[src/rtl/cache_miss_ctrl.sv]
// ============================================================================
// cache_miss_ctrl : miss handler (victim select, writeback, line refill, PLRU update)
// Revision 1.0
// ============================================================================
`default_nettype none

module cache_miss_ctrl #(
  parameter int ASSOC_NUM  = 4,
  parameter int LINE_WORDS = 8,
  parameter int ADDR_WIDTH = 32,
  parameter int DATA_WIDTH = 32
) (
  input  logic                          clk,
  input  logic                          resetn,
  input  logic                          miss_valid,
  input  logic [ADDR_WIDTH-1:0]         miss_addr,
  output logic                          miss_ready,
  input  logic [ASSOC_NUM-1:0]          set_valid,
  input  logic [ASSOC_NUM-1:0]          set_dirty,
  input  logic [$clog2(ASSOC_NUM)-1:0]  victim_lru,
  output logic                          wb_req,
  output logic [$clog2(ASSOC_NUM)-1:0]  wb_way,
  input  logic                          wb_done,
  output logic                          rd_req,
  output logic [ADDR_WIDTH-1:0]         rd_addr,
  input  logic                          rd_ready,
  input  logic                          rd_valid,
  input  logic [DATA_WIDTH-1:0]         rd_data,
  input  logic                          rd_last,
  output logic                          refill_we,
  output logic [$clog2(ASSOC_NUM)-1:0]  refill_way,
  output logic [$clog2(LINE_WORDS)-1:0] refill_word,
  output logic [DATA_WIDTH-1:0]         refill_data,
  output logic [ASSOC_NUM-1:0]          repl_access,
  output logic                          repl_update,
  output logic                          refill_done
);

  localparam int c_way_w  = $clog2(ASSOC_NUM);
  localparam int c_word_w = $clog2(LINE_WORDS);
  localparam int c_off_w  = $clog2(LINE_WORDS * DATA_WIDTH / 8);

  localparam logic [2:0] c_s_idle    = 3'd0;
  localparam logic [2:0] c_s_select  = 3'd1;
  localparam logic [2:0] c_s_wb      = 3'd2;
  localparam logic [2:0] c_s_rd_req  = 3'd3;
  localparam logic [2:0] c_s_rd_data = 3'd4;
  localparam logic [2:0] c_s_done    = 3'd5;

  logic [2:0]            r_state;
  logic [ADDR_WIDTH-1:0] r_addr;
  logic [c_way_w-1:0]    r_way;
  logic [c_word_w-1:0]   r_beat;

  logic [c_way_w-1:0]    w_victim;
  logic                  w_victim_dirty;
  logic [ADDR_WIDTH-1:0] w_line_mask;
  logic [ASSOC_NUM-1:0]  w_onehot;

  // Descending scan so the lowest-index invalid way is the last to win.
  always_comb begin
    w_victim = victim_lru;
    for (int i = ASSOC_NUM - 1; i >= 0; i--) begin
      if (!set_valid[i]) w_victim = c_way_w'(i);
    end
  end

  assign w_victim_dirty = set_valid[w_victim] & set_dirty[w_victim];
  assign w_line_mask    = {ADDR_WIDTH{1'b1}} << c_off_w;
  assign w_onehot       = {{(ASSOC_NUM-1){1'b0}}, 1'b1} << r_way;

  always_ff @(posedge clk) begin
    if (resetn) begin
      r_state <= c_s_idle;
      r_addr  <= '0;
      r_way   <= '0;
      r_beat  <= '0;
    end else begin
      case (r_state)
        c_s_idle: begin
          if (miss_valid) begin
            r_addr  <= miss_addr;
            r_state <= c_s_select;
          end
        end
        c_s_select: begin
          r_way   <= w_victim;
          r_state <= w_victim_dirty ? c_s_wb : c_s_rd_req;
        end
        c_s_wb: begin
          if (wb_done) r_state <= c_s_rd_req;
        end
        c_s_rd_req: begin
          if (rd_ready) begin
            r_beat  <= '0;
            r_state <= c_s_rd_data;
          end
        end
        c_s_rd_data: begin
          if (rd_valid) begin
            r_beat <= r_beat + c_word_w'(1);
            if (rd_last) r_state <= c_s_done;
          end
        end
        c_s_done: r_state <= c_s_idle;
        default:  r_state <= c_s_idle;
      endcase
    end
  end

  assign miss_ready  = (r_state == c_s_idle);
  assign wb_req      = (r_state == c_s_wb);
  assign wb_way      = r_way;
  assign rd_req      = (r_state == c_s_rd_req);
  assign rd_addr     = r_addr & w_line_mask;
  assign refill_we   = (r_state == c_s_rd_data) & rd_valid;
  assign refill_way  = r_way;
  assign refill_word = r_beat;
  assign refill_data = rd_data;
  assign refill_done = (r_state == c_s_done);
  assign repl_update = (r_state == c_s_done);
  assign repl_access = (r_state == c_s_done) ? w_onehot : '0;

endmodule

`default_nettype wire

[config.mk]
export PLATFORM = sky130hd
export DESIGN_NAME = cache_miss_ctrl
export DESIGN_NICKNAME = d
export VERILOG_FILES = /design/src/rtl/cache_miss_ctrl.sv
export SDC_FILE = /design/constraint.sdc
export NUM_CORES = 1
export LEC_CHECK = 0
export ABC_CLOCK_PERIOD_IN_PS = 2700
export BUFFER_PORTS_ARGS = -buffer_cell sky130_fd_sc_hd__buf_2
export CAP_MARGIN = 20
export CELL_PAD_IN_SITES_DETAIL_PLACEMENT = 1
export CELL_PAD_IN_SITES_GLOBAL_PLACEMENT = 1
export CORE_MARGIN = 2
export CORE_UTILIZATION = 27
export DETAILED_ROUTE_END_ITERATION = 12
export MAX_ROUTING_LAYER = met4
export PLACE_DENSITY_LB_ADDON = 0.25
export SLEW_MARGIN = 10
export SYNTH_ARGS = -nofsm -noshare
export SYNTH_HDL_FRONTEND = slang
export SYNTH_SLANG_ARGS = --single-unit
[constraint.sdc]
create_clock -name clk -period 2.7 [get_ports clk]
set_input_delay 0.27 -clock clk [delete_from_list [all_inputs] [get_ports clk]]
set_output_delay 0.27 -clock clk [all_outputs]
set_load 0.05 [all_outputs]
==> impl_metrics.tcl, run 1 <==
set metrics [dict create \
    outcome "finished clean" \
    synthFlopType "dfxtp_1" \
    crit_path_end_kind "output pin" \
    gr-usage-met2 0.1956 \
    fillerInstances 880 \
    hold_path_class "input port to register" \
    dp.cells 364 \
    hpwl_um 3441 \
    cts_setup_buffers 0 \
    cts_tree "built" \
    report.final.setup_viol 0 \
    ios 162 \
    vdd_ir_drop_max_uv 300.3 \
    synthToLayoutAreaGrowth_pct 14.93 \
    synthTopCellsByArea "dfxtp_1, buf_4, nand2_1" \
    clkSinkCount 35 \
    crit_arrival_ns 1.68 \
    synth_area_um2 1911 \
    drv_slew 0 \
    cp-start-kind "register" \
    use_met1 0.1567 \
    grt_max_degree 32 \
    first_global_vias 1565 \
    antenna_found_initial 0 \
    grt_pass1_wl_um 7389 \
    drt_first_iter_violations 36 \
    power_density_nw_per_um2 797.1 \
    ys_async_sr_fraction 0 \
    leakage_nw 1.011 \
    utilization 0.3214 \
    ys_ff_latch 35 \
    dieArea_um2 7765 \
    required_ns 2.43 \
    holdBufCountCts 0 \
    cts.repair.resized 0 \
    fin_crit_ns 1.945 \
    max_freq_mhz 514.1 \
    ctsLongestPathBuffers 2 \
    synth_common_cells "nand2_1, buf_4, dfxtp_1" \
    wirelength_um 4755 \
    grt_setup_unrepaired "false" \
    synth_warnings 0 \
    avgViaCountPerCell 4.261 \
    root_buffer "clkbuf_8" \
    diodes 0 \
    finClkSkew_ns 0.004278 \
    layout-drive-gt1-share 0.4509 \
    synth_most_common_cell "nand2_1" \
    grt_use_total 0.1252 \
    critical_path_class "register to output pin" \
    drtPass1Iterations 4 \
    worst-path-max-fanout 13 \
    crit_family "flip-flops" \
    syn_area_per_cell_um2 8.417 \
    slew_headroom 0.4843 \
    htreeDepth 2 \
    synth_edf_count 0 \
    path_buf_inv 2 \
    final_cells 371 \
    tightest_slew_ns 0.7735 \
    clkSlewWorstSetupHoldPaths_ns 0.07 \
    max_cap_viol_count 0 \
    gp_congestion 0.7140 \
    ys_types 38 \
    worstPathCellList "nand3b_1 -> inv_1 -> and3_1 -> buf_2" \
    hold_viol 0 \
    die_y_um 88.12 \
    clock_latency_ns 0.28 \
    die_w_um 88.12 \
    grt_most_used_layer "met2" \
    start_util 0.2797 \
    numCtsBuffers 5 \
    cpPeakStageDelay_ns 0.65 \
    fp-row-count 30 \
    worst_path_max_delay_cell "dfxtp_1" \
    synth_top_cell_by_area "dfxtp_1" \
    core_region_area_um2 6832 \
    grt_overflow 0 \
    io_buffers 87 \
    tns_ns 0 \
    gr-usage-met3 0.03487 \
    nets 357 \
    wl_per_cell_um 12.82 \
    netlist_instances 227 \
    ys_seq_area_frac 0.3667 \
    final_antenna_net_count 0 \
    via_count 1581 \
    yosys.area.top_type_share 0.3667 \
    final.period_utilization 0.7205 \
    drc 0 \
]
[kinds of logic after synthesis]
| group | count (synthesis) | share of synthesized area |
|---|---|---|
| multiplexers | 3 | 0.01572 |
| adder cells (fa/ha/maj) | 1 | 0.006548 |
| buffers and inverters | 56 | 0.2168 |
| AO/OA/AOI/OAI | 41 | 0.1618 |
| flip-flops | 35 | 0.3667 |
| other | 1 | 0.001963 |
| AND/OR/NAND/NOR | 90 | 0.2305 |
[metal layers]
metal / vias up / share of wire
met3: 8 / 0.071
met5: - / 0
met4: 0 / 0.011
met1: 719 / 0.46
li1: 794 / -
met2: 60 / 0.46
[path summary, 6_finish.rpt]
| kind | cells past startpoint | slack (ns) | startpoint | end |
|---|---|---|---|---|
| max | 4 | 0.75 | r_state[0] | repl_access[3] |
| min | 3 | 0.22 | miss_addr[16] | r_addr[16] |
| max reg2reg | 4 | 1.14 | r_state[0] | r_addr[11] |
| min reg2reg | 2 | 0.45 | r_addr[26] | r_addr[26] |
[placed cells by master (no fill, tap or decap), types with 3 or more instances in the layout]
cell type	count
clkbuf_8	5
inv_1	5
nor2_1	4
nand3_1	3
mux2i_1	3
o21ai_0	3
a21oi_2	20
nand3b_1	3
conb_1	5
dfxtp_1	35
nand2_2	5
a21oi_1	12
buf_2	87
nand2_1	55
[report_power, final]
group          leakage, nW  internal, mW  switching [mW]  total [mW]
Clock               0.0513         0.271           0.182       0.453
Sequential           0.286         0.583          0.0617       0.644
Combinational        0.673         0.171           0.482       0.653
Total                 1.01          1.02           0.726        1.75
[metrics by stage]
stage          cell area (um^2)  setup slack [ns]  hold WS (ns)  power (mW)
6_report                   2196            0.7547        0.2192       1.750
5_1_grt                    2196            0.5934        0.2011       1.862
4_1_cts                    2196            0.7056        0.2060       1.787
3_5_place_dp               2093             1.032        0.4444       1.320
3_3_place_gp               2093             1.046        0.4411       1.313
2_1_floorplan              1926            0.5125        0.3969       1.341
[worst min-delay path, delay by kind of cell]
kind / cells / cell delay, ns
buffers and inverters: 1 / 0.10
AOI/OAI and AO/OA: 1 / 0.04
and+or+nand+nor: 1 / 0.05
[registers in the layout, summed over array words and instances (netlist names)]
name / count
r_addr: 27
r_state: 3
refill_way: 2
refill_word: 3
[cell type report]
class | instances | area, um^2 | area share
clock buffer | 6 | 72.57 | 0.03305
clock inverter | 1 | 30.03 | 0.01368
inverter | 5 | 18.77 | 0.008547
multi-input combinational | 140 | 810.8 | 0.3692
sequential | 35 | 700.7 | 0.3191
tap | 96 | 120.1 | 0.05470
timing repair buffer | 88 | 442.9 | 0.2017
Note: power is estimated with default switching activity, not from simulation.
==> run 2: changes to the inputs <==
--- a/config.mk
+++ b/config.mk
@@ -5,13 +5,13 @@
 export SDC_FILE = /design/constraint.sdc
 export NUM_CORES = 1
 export LEC_CHECK = 0
-export ABC_CLOCK_PERIOD_IN_PS = 2700
+export ABC_CLOCK_PERIOD_IN_PS = 1600
 export BUFFER_PORTS_ARGS = -buffer_cell sky130_fd_sc_hd__buf_2
 export CAP_MARGIN = 20
 export CELL_PAD_IN_SITES_DETAIL_PLACEMENT = 1
 export CELL_PAD_IN_SITES_GLOBAL_PLACEMENT = 1
 export CORE_MARGIN = 2
-export CORE_UTILIZATION = 27
+export CORE_UTILIZATION = 23
 export DETAILED_ROUTE_END_ITERATION = 12
 export MAX_ROUTING_LAYER = met4
 export PLACE_DENSITY_LB_ADDON = 0.25
==> constraint.sdc (replaced) <==
create_clock -name clk -period 1.6 [get_ports clk]
set_input_delay 0.16 -clock clk [delete_from_list [all_inputs] [get_ports clk]]
set_output_delay 0.16 -clock clk [all_outputs]
set_load 0.05 [all_outputs]
==> run 2 against run 1 <==
Hold slack got worse by 0.12 ns. Register-to-register slack lost 0.97 ns. Clock skew increased by 0.0094 ns. Highest routed layer unchanged.
==> impl_metrics.tcl, run 2 (same netlist as run 1, synthesis figures left out) <==
set metrics [dict create \
    fp-row-count 33 \
    power.total_mw 2.926 \
    critical_path_class "register to output pin" \
    wl_per_cell_um 12.55 \
    worst-path-max-fanout 9 \
    ctsLongestPathBuffers 2 \
    worstPathCellList "and2b_1 -> nor2b_2 -> clkbuf_4" \
    fillerInstances 993 \
    final_antenna_net_count 0 \
    power_switching_mw 1.276 \
    avgViaCountPerCell 4.239 \
    clkSinkCount 35 \
    die_w_um 95.14 \
    antenna_found_initial 1 \
    hpwl_um 3481 \
    drc 0 \
    place_ws_ns 0.07080 \
    ios 162 \
    grt_pass1_wl_um 7624 \
    grt_use_total 0.1113 \
    crit_path_end_kind "output pin" \
    power_frac_seq 0.368 \
    numCtsBuffers 5 \
    hold_path_class "input port to register" \
    final.period_utilization 0.9491 \
    largest_register_ffs 27 \
    power_density_nw_per_um2 1239 \
    worst_hold_slack_ns 0.1034 \
    cp-start-kind "register" \
    fin_crit_ns 1.519 \
    crit_arrival_ns 1.36 \
    top_register "r_addr" \
    grt_overflow 0 \
    p_sw_frac 0.4360 \
    dieArea_um2 9052 \
    drv_slew 0 \
    synthToLayoutAreaGrowth_pct 23.58 \
    grt_setup_unrepaired "true" \
    die_y_um 95.14 \
    critical_path_depth 3 \
    pwr-share-clk 0.216 \
    seqCellArea_um2 711.9 \
    tns_ns 0 \
    leakage_nw 1.051 \
    io_buffers 87 \
    final_common_cell "buf_2" \
    layout-drive-gt1-share 0.5052 \
    p_int_mw 1.650 \
    start_util 0.2349 \
    outcome "finished clean" \
    worst_path_max_delay_cell "dfxtp_4" \
    first_global_vias 1620 \
    vdd_ir_drop_max_uv 377.1 \
    cpPeakStageDelay_ns 0.37 \
    whs_path_depth 3 \
    r2r_end "r_addr[11]" \
    r2r-start "r_state[1]" \
    hold_viol 0 \
    layout_common_cells "buf_2, nand2_1, dfxtp_1" \
    clock_latency_ns 0.29 \
    finClkSkew_ns 0.01370 \
    clkSlewWorstSetupHoldPaths_ns 0.08 \
    multi_input_area_um2 838.3 \
    holdBufCountCts 0 \
    max_freq_mhz 658.5 \
    core_region_area_um2 8134 \
    hold_start "miss_addr[27]" \
    via_count 1666 \
    setup_slack_ns 0.08141 \
    combPwrFrac 0.417 \
    path_buf_inv 1 \
    gp_congestion 0.7192 \
    drt_first_iter_violations 40 \
    wirelength_um 4934 \
    crit_family "simple AND/OR/NAND/NOR gates" \
    hold_end "r_addr[27]" \
    report.final.setup_viol 0 \
    max_cap_viol_count 0 \
    drtPass1Iterations 4 \
    htreeDepth 2 \
    cts_tree "built" \
    grt_max_degree 28 \
    root_buffer "clkbuf_8" \
    ff2ff_setup_slack_ns 0.17 \
    required_ns 1.44 \
    reg2regPathDepth 5 \
    nets 368 \
]
run 2: routing by layer:
metal / track usage / routed length (um)
met2: 0.1819 / 2343
met4: 0.03140 / 4
met3: 0.04743 / 472
met1: 0.1241 / 2114
met5: - / 0
run 2: power groups by stage:
stage	clock network, mW	registers, mW	logic (mW)
after floorplan	0	1.41	0.864
after global placement	0	1.09	1.18
after detailed placement	0	1.09	1.19
after CTS	0.665	1.07	1.22
after global routing	0.709	1.10	1.31
final	0.631	1.08	1.22
run 2: worst min-delay path, delay by kind of cell:
kind,cells,cell delay [ns]
AO/OA/AOI/OAI,1,0.05
AND/OR/NAND/NOR,1,0.05
buffers and inverters,1,0.09
run 2: cell type report:
class | instances | share of cell area
clock buffer | 6 | 0.03074
sequential | 35 | 0.3015
antenna | 1 | 0.001060
clock inverter | 2 | 0.005299
tap | 105 | 0.05564
multi-input combinational | 140 | 0.3551
timing repair buffer | 99 | 0.2411
inverter | 5 | 0.009539
run 2: repair_timing:
action | 4_1_cts | 5_1_grt
setup buffers | 4 | 4
pin swaps | 0 | 1
resized for setup | 8 | 10
endpoints found under the hold margin | 0 | 0
setup endpoints to repair | 9 | 6
run 2: worst max-delay path by stage:
stage                        from             end
floorplan           refill_way[1]  repl_access[2]
global placement       r_state[2]  repl_access[1]
detailed placement     r_state[2]  repl_access[1]
CTS                    r_state[2]          wb_req
global route           r_state[1]  repl_access[0]
finish                 r_state[2]          wb_req
run 2: through the flow:
stage          instance area, um^2  cells  utilization
6_report                      2361    393       0.2903
5_1_grt                       2361    393       0.2903
4_1_cts                       2296    388       0.2823
3_5_place_dp                  2165    376       0.2661
3_3_place_gp                  2165    376       0.2661
2_1_floorplan                 1951    231            -
